**src/rtl/skid_buffer_32bit.sv**
```systemverilog
// Two-entry skid buffer. A word is visible on out_data one cycle after it is written.
// All handshake outputs come from flops; in_ready drops only when both registers are occupied.
module skid_buffer_32bit #(
    parameter int WIDTH = 32
) (
    input  logic             clk,
    input  logic             rst_n,
    input  logic             flush,
    input  logic             in_valid,
    input  logic [WIDTH-1:0] in_data,
    output logic             in_ready,
    output logic             out_valid,
    output logic [WIDTH-1:0] out_data,
    input  logic             out_ready,
    output logic [1:0]       count
);

    // Encoding matches the occupancy, so count is the state register itself.
    typedef enum logic [1:0] {
        EMPTY = 2'd0,
        ONE   = 2'd1,
        FULL  = 2'd2
    } state_e;

    state_e           state_q, state_d;
    logic [WIDTH-1:0] main_q, main_d;
    logic [WIDTH-1:0] skid_q, skid_d;
    logic             wr, rd;

    assign in_ready  = (state_q != FULL);
    assign out_valid = (state_q != EMPTY);
    assign out_data  = main_q;
    assign count     = state_q;

    assign wr = in_valid && in_ready;
    assign rd = out_valid && out_ready;

    always_comb begin
        state_d = state_q;
        main_d  = main_q;
        skid_d  = skid_q;
        if (flush) begin
            state_d = EMPTY;
            main_d  = '0;
            skid_d  = '0;
        end else begin
            case (state_q)
                EMPTY: begin
                    if (wr) begin
                        main_d  = in_data;
                        state_d = ONE;
                    end
                end
                ONE: begin
                    if (wr && rd) begin
                        main_d = in_data;
                    end else if (wr) begin
                        skid_d  = in_data;
                        state_d = FULL;
                    end else if (rd) begin
                        state_d = EMPTY;
                    end
                end
                FULL: begin
                    if (rd) begin
                        main_d  = skid_q;
                        state_d = ONE;
                    end
                end
                default: begin
                    state_d = EMPTY;
                end
            endcase
        end
    end

    always_ff @(posedge clk or negedge rst_n) begin
        if (!rst_n) begin
            state_q <= EMPTY;
            main_q  <= '0;
            skid_q  <= '0;
        end else begin
            state_q <= state_d;
            main_q  <= main_d;
            skid_q  <= skid_d;
        end
    end

endmodule

```
**config.mk**
```make
export PLATFORM = sky130hd
export DESIGN_NAME = skid_buffer_32bit
export DESIGN_NICKNAME = d
export VERILOG_FILES = /design/src/rtl/skid_buffer_32bit.sv
export SDC_FILE = /design/constraint.sdc
export NUM_CORES = 1
export LEC_CHECK = 0
export CAP_MARGIN = 20
export CORE_MARGIN = 3
export CORE_UTILIZATION = 51
export CTS_BUF_LIST = sky130_fd_sc_hd__clkbuf_2
export DETAILED_ROUTE_END_ITERATION = 12
export MAX_ROUTING_LAYER = met4
export PLACE_DENSITY = 0.8
export SETUP_SLACK_MARGIN = 0.4
export SKIP_CTS_REPAIR_TIMING = 1
export SYNTH_ARGS = -nofsm -noshare
export SYNTH_HDL_FRONTEND = slang
export SYNTH_SLANG_ARGS = --single-unit
```
**constraint.sdc**
```tcl
create_clock -name clk -period 2 [get_ports clk]
set_clock_uncertainty 0.15 [all_clocks]
set_input_delay 0.4 -clock clk [delete_from_list [all_inputs] [get_ports clk]]
set_output_delay 0.4 -clock clk [all_outputs]
set_load 0.01 [all_outputs]
```
==> results.sh, run 1 <==
export IMPL_fin_setup_tns_ns=-0.02379
export IMPL_place_hpwl_mm=4.889
export IMPL_die_h_um=83.18
export IMPL_power_internal_mw=2.233
export IMPL_grt_first_pass_wirelength_mm=12.52
export IMPL_path_class="flip-flop to output pin"
export IMPL_cp_start_kind="flip-flop"
export IMPL_hold_slack_ns=0.1929
export IMPL_syn_area_per_cell_sq_um=11.55
export IMPL_finalCriticalPeriod_ns=2.024
export IMPL_setup_ws_ns=-0.02379
export IMPL_routedWlPerCell_um=19.04
export IMPL_floorplan_die_area_sq_mm=0.006919
export IMPL_tightest_slew_ns=0.4584
export IMPL_area_growth_pct=45.96
export IMPL_slew_violations=0
export IMPL_avgViaCountPerCell=5.600
export IMPL_cts_buffers=9
export IMPL_synthTopCellsByCount="dfrtp_1, nand2_1, a21oi_1"
export IMPL_fp_dieW_um=83.18
export IMPL_max_slew_margin_pct=69.44
export IMPL_max_freq_mhz=494.1
export IMPL_cts_buffer_depth=2
export IMPL_maxCapViolCount=0
export IMPL_drive_gt1_share_pct=38.96
export IMPL_synth_cells=263
export IMPL_synth_area_leaders="dfrtp_1, mux2_4, a22o_1"
export IMPL_grt_max_degree=49
export IMPL_async_flop_share_pct=100.0
export IMPL_power_leakage_nw=2.280
export IMPL_initial_core_util_pct=53.85
export IMPL_rsz0062_at_grt="true"
export IMPL_finalSetupViolations=1
export IMPL_clock_sinks=66
export IMPL_synth_most_common_cell="dfrtp_1"
export IMPL_num_antenna_cells=0
export IMPL_synth_top_area_share_pct=54.37
export IMPL_power_density_mw_per_mm2=691.1
export IMPL_status="finished with violations"
export IMPL_nets=417
export IMPL_pwr_share_clk_pct=29.9
export IMPL_worst_ep_required_time_ns=1.45
export IMPL_grt_usage_pct=23.11
export IMPL_peakVddDrop_v=0.0004390
export IMPL_crit_fanout=6
export IMPL_synth_distinct_cells=19
export IMPL_synth_seq_area_share_pct=54.37
export IMPL_clk_pin_slew_worst_paths_ns=0.20
export IMPL_first_pass_iters=4
export IMPL_gp_congestion=0.8070
export IMPL_hold_path_class="input pin to asynchronous set/reset pin"
export IMPL_p_seq_share_pct=47.9
export IMPL_clock_root_buffer="clkbuf_2"
export IMPL_cts_tree="done"
export IMPL_core_area_sq_mm=0.005642
export IMPL_sw_frac_of_total_pct=27.13
export IMPL_remaining_drc_errors=0
export IMPL_arrival_ns=1.47
export IMPL_drtIter0Drc=310
export IMPL_synth_edf_count=0
export IMPL_row_count=27
export IMPL_yosys_area_top_type="dfrtp_1"
export IMPL_first_global_vias=2440
export IMPL_num_vias=2559
export IMPL_syn_nets=300
export IMPL_antenna_found_initial=0
export IMPL_post_route_period_util_pct=101.2
export IMPL_violations="negative setup slack"
export IMPL_cp_end_kind="output pin"
export IMPL_pin_count=73
export IMPL_portBuffers=72
export IMPL_ys_seq_elements=66
export IMPL_finalHoldViolCount=0
export IMPL_layout_cells_non_filler=457
export IMPL_htreeDepth=3
export IMPL_switchingPower_uw=831.3
export IMPL_worstSkewPairLatency_ns=0.50
export IMPL_syn_area_sq_mm=0.003038
export IMPL_synthFlopType="dfrtp_1"
export IMPL_p_comb_share_pct=22.2
export IMPL_yosys_warnings=0
export IMPL_grt_ovfl_total=0
export IMPL_placedCellCount=402
export IMPL_wl_mm=8.703
export IMPL_antenna_left=0
export IMPL_place_ws_ns=-0.2793
-- final cells by class --
cell class                      count  area [sq um]
Clock inverter                      5         78.83
Tap cell                           72         90.09
Fill cell                         340          1207
Inverter                            2         7.507
Clock buffer                       11         55.05
Timing Repair Buffer              126          1222
Sequential cell                    66          1653
Multi-Input combinational cell    175          1328
-- logic make-up (layout without fill, tap and decap cells) --
| family | Yosys count | after routing | synth area share, % |
|---|---|---|---|
| buffers and inverters | 22 | 144 | 3.954 |
| AOI/OAI and AO/OA | 68 | 68 | 16.06 |
| and+or+nand+nor | 74 | 74 | 9.720 |
| DFF | 66 | 66 | 54.37 |
| muxes | 33 | 33 | 15.90 |
-- placed cells by master, fill, tap and decap left out, types with 6 or more instances in the layout --
| master | n |
|---|---|
| a21oi_1 | 34 |
| clkbuf_2 | 12 |
| nand2_1 | 64 |
| dfrtp_1 | 65 |
| buf_6 | 17 |
| a22o_1 | 32 |
| clkdlybuf4s50_1 | 35 |
| buf_2 | 30 |
| clkbuf_16 | 6 |
| buf_4 | 28 |
| buf_12 | 7 |
| mux2_4 | 32 |
-- power by group through the flow --
stage	Clock, mW	Sequential (mW)	Combinational [mW]
3_5_place_dp	0	1.49	0.578
2_1_floorplan	0	1.51	0.235
3_3_place_gp	0	1.49	0.565
6_report	0.917	1.47	0.680
4_1_cts	0.920	1.47	0.581
5_1_grt	0.994	1.48	0.723
-- critical path: stages (launching register included) --
cell and delay, ns:
dfrtp_2 0.51, buf_6 0.14, or2_4 0.22, buf_6 0.12
-- state kept, by name, indices dropped and copies added (netlist names) --
name,count
out_data,32
skid_q,32
count,2
-- path summary, 6_finish.rpt --
kind	from	to	slack [ns]	cells past startpoint
min in group clk	in_data[22]	skid_q[22]	0.37	2
min	rst_n	out_data[29]	0.19	2
max reg2reg	count[1]	out_data[22]	0.16	6
max	count[0]	out_valid	-0.02	3
max in group asynchronous	rst_n	out_data[19]	0.87	3
min reg2reg	skid_q[27]	skid_q[27]	0.38	1
-- routing by layer --
metal / vias up / wire [um] / global-route usage [%] / part of all wire, %
li1: 1154 / - / - / -
met1: 1257 / 3593 / 32.57 / 41
met2: 133 / 4276 / 34.33 / 49
met3: 15 / 690 / 3.571 / 7.9
met4: 0 / 143 / 8.024 / 1.6
met5: - / 0 / - / 0
-- stage by stage --
| stage | util (%) | total power [mW] | cell area (sq um) |
|---|---|---|---|
| floorplan | - | 1.746 | 3047 |
| global placement | 69.75 | 2.055 | 3935 |
| detailed placement | 69.75 | 2.070 | 3935 |
| CTS | 72.12 | 2.972 | 4069 |
| global route | 78.60 | 3.192 | 4434 |
| finish | 78.60 | 3.064 | 4434 |
Power figures use the tool's default switching activity.
==> inputs of run 2 (changes only) <==
- SKIP_LAST_GASP: default -> 1
==> results.sh, run 2 (synthesis gave the netlist of run 1 again) <==
export IMPL_status="finished with violations"
export IMPL_clk_pin_slew_worst_paths_ns=0.19
export IMPL_pin_count=73
export IMPL_power_density_mw_per_mm2=689.4
export IMPL_startpoint="count[0]"
export IMPL_max_slew_margin_pct=69.85
export IMPL_placedCellCount=402
export IMPL_antenna_left=0
export IMPL_finalCriticalPeriod_ns=2.012
export IMPL_fin_setup_tns_ns=-0.01176
export IMPL_tightest_slew_ns=0.4522
export IMPL_row_count=27
export IMPL_avgViaCountPerCell=5.565
export IMPL_fillers=340
export IMPL_path_class="flip-flop to output pin"
export IMPL_arrival_ns=1.46
export IMPL_drtIter0Drc=215
export IMPL_nets=417
export IMPL_r2r_slack_ns=0.16
export IMPL_floorplan_die_area_sq_mm=0.006919
export IMPL_pwr_share_clk_pct=29.7
export IMPL_rsz0062_at_grt="true"
export IMPL_layout_cells_non_filler=457
export IMPL_layout_commonest_cell="dfrtp_1"
export IMPL_area_growth_pct=45.80
export IMPL_routedWlPerCell_um=19.02
export IMPL_p_comb_share_pct=22.2
export IMPL_timing_rr_end="out_data[22]"
export IMPL_die_h_um=83.18
export IMPL_worstSkewPairLatency_ns=0.48
export IMPL_power_leakage_nw=2.266
export IMPL_power_internal_mw=2.230
export IMPL_drive_gt1_share_pct=38.44
export IMPL_cp_start_kind="flip-flop"
export IMPL_finalHoldViolCount=0
export IMPL_place_hpwl_mm=4.889
export IMPL_first_pass_iters=5
export IMPL_grt_ovfl_total=0
export IMPL_hold_path_class="input pin to asynchronous set/reset pin"
export IMPL_p_seq_share_pct=48.1
export IMPL_reg2regPathDepth=6
export IMPL_violations="negative setup slack"
export IMPL_antenna_found_initial=0
export IMPL_cts_buffer_depth=2
export IMPL_num_antenna_cells=0
export IMPL_grt_max_degree=49
export IMPL_slew_violations=0
export IMPL_fp_dieW_um=83.18
export IMPL_cp_end_kind="output pin"
export IMPL_htreeDepth=3
export IMPL_worst_ep_required_time_ns=1.45
export IMPL_maxCapViolCount=0
export IMPL_core_area_sq_mm=0.005642
export IMPL_first_global_vias=2440
export IMPL_sw_frac_of_total_pct=26.97
export IMPL_clock_sinks=66
export IMPL_totalPowerFinal_mw=3.053
export IMPL_max_freq_mhz=497.1
export IMPL_switchingPower_uw=823.4
export IMPL_setup_ws_ns=-0.01176
export IMPL_gp_congestion=0.8070
export IMPL_r2r_start="count[1]"
export IMPL_portBuffers=72
export IMPL_layout_common_cells="dfrtp_1, nand2_1, clkbuf_2, clkdlybuf4s50_1, a21oi_1"
export IMPL_num_vias=2543
export IMPL_cts_tree="done"
export IMPL_grt_first_pass_wirelength_mm=12.52
export IMPL_grt_usage_pct=23.11
export IMPL_cts_buffers=9
export IMPL_initial_core_util_pct=53.85
export IMPL_wl_mm=8.691
export IMPL_clock_root_buffer="clkbuf_2"
export IMPL_post_route_period_util_pct=100.6
export IMPL_remaining_drc_errors=0
export IMPL_crit_fanout=6
export IMPL_endpoint="out_valid"
export IMPL_peakVddDrop_v=0.0004361
export IMPL_finalSetupViolations=1
==> run 2: cell count changes in the layout (fill, tap and decap cells not counted), sizes merged <==
cell | previous run | this run
buf | 83 | 53
clkbuf | 18 | 47
dlymetal6s2s | 0 | 1
==> run 2: metrics by stage <==
stage	area, sq um	hold slack [ns]	utilization, %	setup slack, ns
global route	4429	0.2065	78.51	-0.08072
finish	4429	0.2150	78.51	-0.01176
floorplan	3047	-0.04559	-	0.3214
CTS	4069	-0.3466	72.12	-0.3635
detailed placement	3935	0.2217	69.75	-0.2793
global placement	3935	0.2224	69.75	-0.2097
==> run 2: worst min path at each step <==
stage | from | endpoint | slack, ns
after global routing | rst_n | out_data[29] | 0.21
after global placement | rst_n | out_data[28] | 0.22
final | rst_n | out_data[29] | 0.22
after CTS | rst_n | out_data[28] | -0.35
after detailed placement | rst_n | out_data[28] | 0.22
after floorplan | rst_n | count[0] | -0.05
==> run 2: worst max-delay path, cell delays in order (launching register included) <==
cell	delay, ns
dfrtp_2	0.51
buf_6	0.14
or2_4	0.22
buf_6	0.12
==> run 2: power by group through the flow <==
stage	Clock, mW	Sequential [mW]	Combinational (mW)
floorplan	0	1.51	0.235
global placement	0	1.49	0.565
detailed placement	0	1.49	0.578
CTS	0.920	1.47	0.581
global route	0.992	1.48	0.719
finish	0.908	1.47	0.677
==> run 2: area by class of cell <==
type	instances	area, sq um	share of cell area [%]
Sequential cell	66	1653	37.32
Clock buffer	11	55.05	1.243
Clock inverter	5	78.83	1.780
Timing Repair Buffer	126	1217	27.49
Multi-Input combinational cell	175	1328	29.97
Inverter	2	7.507	0.1695
Tap cell	72	90.09	2.034
==> run 2: routing by layer <==
layer | routed length, um | share of wire, % | GRT usage, % | vias up
li1 | - | - | - | 1160
met1 | 3590 | 41 | 32.57 | 1239
met2 | 4297 | 49 | 34.33 | 123
met3 | 626 | 7.2 | 3.571 | 21
met4 | 176 | 2.0 | 8.024 | 0
met5 | 0 | 0 | - | -
